File: config.mk
export PLATFORM = sky130hd
export DESIGN_NAME = rom_download_seq_flat
export DESIGN_NICKNAME = d
export VERILOG_FILES = /design/src/rtl/arkanoid_rom_pkg.sv /design/src/rtl/rom_download_seq_if.sv /design/src/rtl/rom_download_seq.sv /design/src/flat_wrapper.sv
export SDC_FILE = /design/constraint.sdc
export NUM_CORES = 1
export LEC_CHECK = 0
export CAP_MARGIN = 0
export CORE_UTILIZATION = 35
export CTS_CLUSTER_SIZE = 20
export DETAILED_ROUTE_END_ITERATION = 8
export SKIP_CTS_REPAIR_TIMING = 1
export SLEW_MARGIN = 20
export SYNTH_ARGS = -nofsm -noshare
export SYNTH_HDL_FRONTEND = slang
export SYNTH_SLANG_ARGS = --single-unit
File: constraint.sdc
create_clock -name CLK_DL -period 2.7 [get_ports CLK_DL]
set_input_delay 0.54 -clock CLK_DL [delete_from_list [all_inputs] [get_ports CLK_DL]]
set_output_delay 0.54 -clock CLK_DL [all_outputs]
set_load 0.02 [all_outputs]
File: src/rtl/arkanoid_rom_pkg.sv
// rtl/arkanoid_rom_pkg.sv - shared Arkanoid ROM memory map and download sequencer types
//
// Purpose: one place for the download address map so the ROM selector and the
// download sequencer agree on bank boundaries and image length.
// Contents: dl_state_t sequencer states, bank base addresses, image length,
// saturating byte-count increment helper.
package arkanoid_rom_pkg;

  typedef enum logic [1:0] {
    IDLE = 2'd0,
    LOAD = 2'd1,
    HOLD = 2'd2
  } dl_state_t;

  localparam int unsigned ADDR_W = 25;

  // Bank base addresses in download order; each bank ends where the next begins.
  localparam logic [ADDR_W-1:0] EPROM_1_BASE      = 25'h00000;
  localparam logic [ADDR_W-1:0] EPROM_2_BASE      = 25'h08000;
  localparam logic [ADDR_W-1:0] EPROM_3_BASE      = 25'h10000;
  localparam logic [ADDR_W-1:0] EPROM_4_BASE      = 25'h18000;
  localparam logic [ADDR_W-1:0] EPROM_5_BASE      = 25'h20000;
  localparam logic [ADDR_W-1:0] COLOR_PROM_1_BASE = 25'h28000;
  localparam logic [ADDR_W-1:0] COLOR_PROM_2_BASE = 25'h28200;
  localparam logic [ADDR_W-1:0] COLOR_PROM_3_BASE = 25'h28400;

  // Exact byte count of a complete image (one past the last color PROM byte).
  localparam logic [ADDR_W-1:0] EXPECTED_LEN      = 25'h28600;

  // Byte counter increment that sticks at all-ones so an oversized stream can
  // never wrap back to a length that looks correct.
  function automatic logic [ADDR_W-1:0] sat_inc(input logic [ADDR_W-1:0] v);
    return (v == {ADDR_W{1'b1}}) ? v : v + 25'd1;
  endfunction

endpackage

File: src/rtl/rom_download_seq_if.sv
// rtl/rom_download_seq_if.sv - download byte stream in, ROM bank write bus out
//
// Purpose: bundles the data_io download stream and the ioctl bank write bus.
// Signals:
//   dl_active   download in progress (level)
//   dl_index    image index, stable while dl_active=1
//   byte_valid  one-cycle strobe qualifying byte_data
//   byte_data   downloaded byte
//   ioctl_addr  bank write address
//   ioctl_dout  bank write data
//   ioctl_wr    one-cycle bank write pulse
// Modports:
//   master  the sequencer: consumes the stream, drives the write bus
//   slave   the stream source / bank side
interface rom_download_seq_if;

  logic        dl_active;
  logic [7:0]  dl_index;
  logic        byte_valid;
  logic [7:0]  byte_data;
  logic [24:0] ioctl_addr;
  logic [7:0]  ioctl_dout;
  logic        ioctl_wr;

  modport master (
    input  dl_active,
    input  dl_index,
    input  byte_valid,
    input  byte_data,
    output ioctl_addr,
    output ioctl_dout,
    output ioctl_wr
  );

  modport slave (
    output dl_active,
    output dl_index,
    output byte_valid,
    output byte_data,
    input  ioctl_addr,
    input  ioctl_dout,
    input  ioctl_wr
  );

endinterface

File: src/rtl/rom_download_seq.sv
// rtl/rom_download_seq.sv - ROM image download sequencer for the Arkanoid ROM banks
//
// Purpose: turns the data_io byte stream of the ROM image into sequential bank
// writes, holds the game core in reset while loading, and reports completion,
// length error and an 8-bit checksum. Streams with any other index are ignored.
// Ports:
//   CLK_DL        download clock, all logic on its rising edge
//   RESET_N       synchronous active-low reset
//   dl_bus        download stream in / ioctl write bus out (master modport)
//   core_reset_n  low holds the game core in reset
//   load_done     last ROM download had exactly EXPECTED_LEN bytes
//   load_err      last ROM download length differed from EXPECTED_LEN
//   checksum      mod-256 sum of accepted bytes of the current/last ROM download
module rom_download_seq
  import arkanoid_rom_pkg::dl_state_t, arkanoid_rom_pkg::IDLE, arkanoid_rom_pkg::LOAD,
         arkanoid_rom_pkg::HOLD, arkanoid_rom_pkg::sat_inc;
#(
  parameter logic [7:0]  ROM_INDEX    = 8'h00,
  parameter logic [24:0] EXPECTED_LEN = arkanoid_rom_pkg::EXPECTED_LEN,
  parameter int unsigned HOLD_CYCLES  = 16
) (
  input  logic                      CLK_DL,
  input  logic                      RESET_N,
  rom_download_seq_if.master        dl_bus,
  output logic                      core_reset_n,
  output logic                      load_done,
  output logic                      load_err,
  output logic [7:0]                checksum
);

  localparam int unsigned      HCW       = $clog2(HOLD_CYCLES + 1);
  localparam logic [HCW-1:0]   HOLD_LAST = HCW'(HOLD_CYCLES - 1);

  dl_state_t      state_q,    state_d;
  logic [24:0]    count_q,    count_d;
  logic [7:0]     csum_q,     csum_d;
  logic [24:0]    addr_q,     addr_d;
  logic [7:0]     dout_q,     dout_d;
  logic           wr_q,       wr_d;
  logic           done_q,     done_d;
  logic           err_q,      err_d;
  logic [HCW-1:0] hold_cnt_q, hold_cnt_d;
  logic           armed_q,    armed_d;

  // State register and all datapath registers.
  always_ff @(posedge CLK_DL) begin
    if (!RESET_N) begin
      state_q    <= IDLE;
      count_q    <= '0;
      csum_q     <= '0;
      addr_q     <= '0;
      dout_q     <= '0;
      wr_q       <= 1'b0;
      done_q     <= 1'b0;
      err_q      <= 1'b0;
      hold_cnt_q <= '0;
      armed_q    <= 1'b0;
    end else begin
      state_q    <= state_d;
      count_q    <= count_d;
      csum_q     <= csum_d;
      addr_q     <= addr_d;
      dout_q     <= dout_d;
      wr_q       <= wr_d;
      done_q     <= done_d;
      err_q      <= err_d;
      hold_cnt_q <= hold_cnt_d;
      armed_q    <= armed_d;
    end
  end

  // Next-state and datapath logic.
  always_comb begin
    state_d    = state_q;
    count_d    = count_q;
    csum_d     = csum_q;
    addr_d     = addr_q;
    dout_d     = dout_q;
    wr_d       = 1'b0;
    done_d     = done_q;
    err_d      = err_q;
    hold_cnt_d = hold_cnt_q;
    // A download must be seen to start after reset: dl_active has to be low
    // for at least one cycle before IDLE may accept it. This ignores a stream
    // caught mid-flight by a reset, yet still lets a download that rose during
    // HOLD be picked up once IDLE is reached.
    armed_d    = armed_q | ~dl_bus.dl_active;

    unique case (state_q)
      IDLE: begin
        if (dl_bus.dl_active && armed_q && (dl_bus.dl_index == ROM_INDEX)) begin
          state_d = LOAD;
          count_d = '0;
          csum_d  = '0;
          done_d  = 1'b0;
          err_d   = 1'b0;
        end
      end

      LOAD: begin
        // A byte arriving in the same cycle dl_active drops is still accepted;
        // its write lands in the first HOLD cycle.
        if (dl_bus.byte_valid) begin
          if (count_q < EXPECTED_LEN) begin
            wr_d   = 1'b1;
            addr_d = count_q;
            dout_d = dl_bus.byte_data;
            csum_d = csum_q + dl_bus.byte_data;
          end
          count_d = sat_inc(count_q);
        end
        // Length check uses the updated count so a final coincident byte counts.
        if (!dl_bus.dl_active) begin
          state_d    = HOLD;
          hold_cnt_d = '0;
          err_d      = (count_d != EXPECTED_LEN);
          done_d     = (count_d == EXPECTED_LEN);
        end
      end

      HOLD: begin
        if (hold_cnt_q == HOLD_LAST) begin
          state_d = IDLE;
        end else begin
          hold_cnt_d = hold_cnt_q + HCW'(1);
        end
      end

      default: begin
        state_d = IDLE;
      end
    endcase
  end

  assign dl_bus.ioctl_addr = addr_q;
  assign dl_bus.ioctl_dout = dout_q;
  assign dl_bus.ioctl_wr   = wr_q;

  // The core only runs from a verified image; a failed load keeps it in reset.
  assign core_reset_n = (state_q == IDLE) && done_q;
  assign load_done    = done_q;
  assign load_err     = err_q;
  assign checksum     = csum_q;

endmodule

File: src/flat_wrapper.sv
// flat-port wrapper written by rule: the top's interface ports become plain ports
module rom_download_seq_flat import arkanoid_rom_pkg::dl_state_t, arkanoid_rom_pkg::IDLE, arkanoid_rom_pkg::LOAD,
         arkanoid_rom_pkg::HOLD, arkanoid_rom_pkg::sat_inc;
#(
  parameter logic [7:0]  ROM_INDEX    = 8'h00,
  parameter logic [24:0] EXPECTED_LEN = arkanoid_rom_pkg::EXPECTED_LEN,
  parameter int unsigned HOLD_CYCLES  = 16
)
  (CLK_DL, RESET_N, core_reset_n, load_done, load_err, checksum, dl_bus_dl_active, dl_bus_dl_index, dl_bus_byte_valid, dl_bus_byte_data, dl_bus_ioctl_addr, dl_bus_ioctl_dout, dl_bus_ioctl_wr);
  rom_download_seq_if dl_bus_i ();
  input  logic CLK_DL;
  input  logic RESET_N;
  output logic core_reset_n;
  output logic load_done;
  output logic load_err;
  output logic [7:0] checksum;
  input wire logic [$bits(dl_bus_i.dl_active)-1:0] dl_bus_dl_active;
  input wire logic [$bits(dl_bus_i.dl_index)-1:0] dl_bus_dl_index;
  input wire logic [$bits(dl_bus_i.byte_valid)-1:0] dl_bus_byte_valid;
  input wire logic [$bits(dl_bus_i.byte_data)-1:0] dl_bus_byte_data;
  output wire logic [$bits(dl_bus_i.ioctl_addr)-1:0] dl_bus_ioctl_addr;
  output wire logic [$bits(dl_bus_i.ioctl_dout)-1:0] dl_bus_ioctl_dout;
  output wire logic [$bits(dl_bus_i.ioctl_wr)-1:0] dl_bus_ioctl_wr;
  assign dl_bus_i.dl_active = dl_bus_dl_active;
  assign dl_bus_i.dl_index = dl_bus_dl_index;
  assign dl_bus_i.byte_valid = dl_bus_byte_valid;
  assign dl_bus_i.byte_data = dl_bus_byte_data;
  assign dl_bus_ioctl_addr = dl_bus_i.ioctl_addr;
  assign dl_bus_ioctl_dout = dl_bus_i.ioctl_dout;
  assign dl_bus_ioctl_wr = dl_bus_i.ioctl_wr;
  rom_download_seq #(.ROM_INDEX(ROM_INDEX), .EXPECTED_LEN(EXPECTED_LEN), .HOLD_CYCLES(HOLD_CYCLES)) u_core (.CLK_DL(CLK_DL), .RESET_N(RESET_N), .dl_bus(dl_bus_i), .core_reset_n(core_reset_n), .load_done(load_done), .load_err(load_err), .checksum(checksum));
endmodule
==> impl_metrics.json <==
{
  "n_antenna_cell": 0,
  "cts_buffers": 9,
  "cts-root-buf": "clkbuf_8",
  "num_vias": 3954,
  "slew_viol_final": 0,
  "synth_xor_area_share_pct": 4.05,
  "ir_worst_vdd_uv": 335,
  "ys_seq_elements": 77,
  "place_area_um2": 4990,
  "fin_crit_ns": 2.61,
  "worstPathRequired_ns": 2.93,
  "arrival_ns": 2.84,
  "max_stage_delay_ns": 0.52,
  "grt_max_degree": 45,
  "layout-drive-gt1-share_pct": 15.1,
  "synth_area_um2": 3890,
  "grt.busiest_layer": "met2",
  "ant_nets": 0,
  "synth_top_family_by_area": "simple AND/OR/NAND/NOR gates",
  "rrSetupSlack_ns": 0.09,
  "grt_use_total_pct": 19.7,
  "syn_avg_cell_area_um2": 7.61,
  "synth_edf_count": 0,
  "route.detailed.drc": 0,
  "grt_util_met3_pct": 3.63,
  "worst-path-max-fanout": 5,
  "synth_top_area_cell": "dfxtp_1",
  "fin_setup_tns_ns": 0,
  "hold_depth": 2,
  "synth-simple-area-share_pct": 29.0,
  "synthesis.nets": 542,
  "tritoncts": "done",
  "final_hold_viol_count": 0,
  "start_kind": "flip-flop",
  "hold_end": "u_core.armed_q",
  "grt_pass1_vias": 3793,
  "clock_sinks": 77,
  "routabilityCongestion": 0.922,
  "hold_start": "u_core.armed_q",
  "cp-end-kind": "flip-flop",
  "synth_top_cells_by_count": "83 x nand2_1, 77 x dfxtp_1, 58 x a21oi_1",
  "maxCapViolations": 0,
  "die_x_um": 107,
  "area_growth_pct": 34.3,
  "crit_type": "reg -> reg",
  "muxShareOfSynthArea_pct": 0.515,
  "io_pins": 65,
  "antenna_found_initial": 0,
  "path_cells": "ha_4 -> nand3_2 -> or4_4 -> or3_4 -> a31oi_2 -> xor2_1 -> nor4_2 -> nand4_1 -> nor3b_2",
  "dp_hpwl_mm": 7.77,
  "dr.pass1.iters": 5,
  "overflow": 0,
  "final_cell_area_um2": 5220,
  "die_y_um": 107,
  "h-tree-depth": 3,
  "synth_most_common_cell": "nand2_1",
  "synth.distinct_cells": 49,
  "clk_pin_slew_ns": 0.08,
  "async_flop_share_pct": 0,
  "hp-class": "reg -> reg",
  "tightest_slew_ns": 0.509,
  "slew_headroom_pct": 65.8,
  "synth_compound_area_share_pct": 18.0,
  "fmax_mhz": 383,
  "die-area_um2": 11500,
  "wl_per_cell_um": 14.5,
  "timing.rr.start": "u_core.count_q[1]",
  "crit_buf_inv": 0,
  "core_area_um2": 10800,
  "layout.nets": 636,
  "rr_endpoint": "u_core.load_err",
  "ys.flop_type": "dfxtp_1",
  "num_rows": 38,
  "cp_slowest_cell": "or4_4",
  "port_buffers": 64,
  "drt_wl_total_mm": 10.9,
  "drtIter0Drc": 206,
  "ys_seq_area_share_pct": 39.6,
  "r2r.worst_path.cells": 9,
  "fin_skew_ns": 0.0104,
  "yosys_warnings": 0,
  "cpLargestDelayFamily": "simple AND/OR/NAND/NOR gates",
  "clk_latency_ns": 0.36,
  "initial_utilization_pct": 35.9,
  "cts.path.max_buffers": 2,
  "p_per_area_nw_per_um2": 402,
  "synthCells": 511,
  "period_share_pct": 96.7,
  "power.leakage_nw": 1.87,
  "startpoint": "u_core.count_q[1]",
  "grt_pass1_wl_mm": 18.1,
  "grt_util_met2_pct": 33.3,
  "vias_per_cell": 5.27,
  "synth_area_leaders": "dfxtp_1 40%, nand2_1 8.0%, a21oi_1 7.5%, nor2_1 5.4%, ha_1 3.2%",
  "status": "complete, no violations",
  "yosysTopAreaCellShare_pct": 39.6,
  "fillerInstances": 1076,
  "synth_fa_ha_area_share_pct": 3.73,
  "setup_viol": 0,
  "grtUsageMet1_pct": 25.4
}
[worst max path at each step]
| stage | end | slack (ns) | cells past startpoint |
|---|---|---|---|
| after CTS | u_core.load_err | -0.005 | 9 |
| after global routing | u_core.load_err | -0.003 | 9 |
| final | u_core.load_err | 0.09 | 9 |
| after global placement | u_core.load_err | -0.33 | 9 |
| after floorplan | u_core.load_err | 0.16 | 9 |
| after detailed placement | u_core.load_err | -0.37 | 9 |
[power by group]
group | internal (mW) | switching [mW] | leakage, nW
Sequential | 1.14 | 0.000545 | 0.621
Combinational | 0.0386 | 0.0391 | 1.15
Clock | 0.430 | 0.457 | 0.0996
[worst reg2reg max path, stage by stage (launching register included)]
cell	delay, ns
dfxtp_1	0.39
ha_4	0.18
nand3_2	0.12
or4_4	0.52
or3_4	0.35
a31oi_2	0.18
xor2_1	0.11
nor4_2	0.29
nand4_1	0.15
nor3b_2	0.19
[layout make-up]
cell class / instances / area [µm²] / share of cell area (%)
inverter: 11 / 41.3 / 0.790
timing repair buffer: 120 / 1080 / 20.6
multi-input combinational: 386 / 2190 / 41.9
tap: 140 / 175 / 3.35
sequential: 77 / 1540 / 29.5
clock buffer: 9 / 124 / 2.37
clock inverter: 7 / 73.8 / 1.41
[kinds of logic (layout without fill, tap and decap cells)]
family / Yosys count / after routing
simple gates: 237 / 237
buf+inv: 48 / 147
fa+ha+maj: 11 / 11
mux: 2 / 2
compound gates: 118 / 118
flops: 77 / 77
xor+xnor: 18 / 18
[routing by layer]
metal | up-vias | wire length, µm
met2 | 93 | 5120
met4 | 0 | 222
li1 | 1979 | -
met5 | - | 0
met3 | 20 | 364
met1 | 1862 | 5180
[metrics by stage]
stage	power (mW)	worst slack [ns]	utilization, %	hold WS [ns]	std cells
after CTS	2.13	-0.00546	47.8	0.456	750
final	2.10	0.0897	48.2	0.454	750
after floorplan	1.19	0.156	-	0.426	511
after global placement	1.24	-0.334	46.0	0.438	734
after global routing	2.18	-0.00320	48.2	0.474	750
after detailed placement	1.24	-0.371	46.0	0.442	734
[placed cells by master (no fill, tap or decap), types with 4 or more instances in the layout]
cell and n:
xor2_1 6, dfxtp_1 76, nand3_1 22, clkdlybuf4s50_1 63
ha_1 9, nor3_1 19, o21ai_0 21, buf_4 55
nor2_1 55, nand4_1 8, nand2b_1 4, xnor2_1 12
nand2_1 83, clkbuf_8 9, and3_1 15, or3_1 7
a21oi_1 58, a311oi_1 9, a31oi_1 10, a22oi_1 4
inv_1 10, nor4_1 5
[state kept, by name (all words and copies together), names as in the netlist, 2 cells and up]
register / count
u_core.count_q: 25
u_core.dl_bus.ioctl_addr: 25
u_core.hold_cnt_q: 5
u_core.dl_bus.ioctl_dout: 8
u_core.checksum: 8
u_core.state_q: 2
No activity file was read; power rests on OpenSTA's default activity.
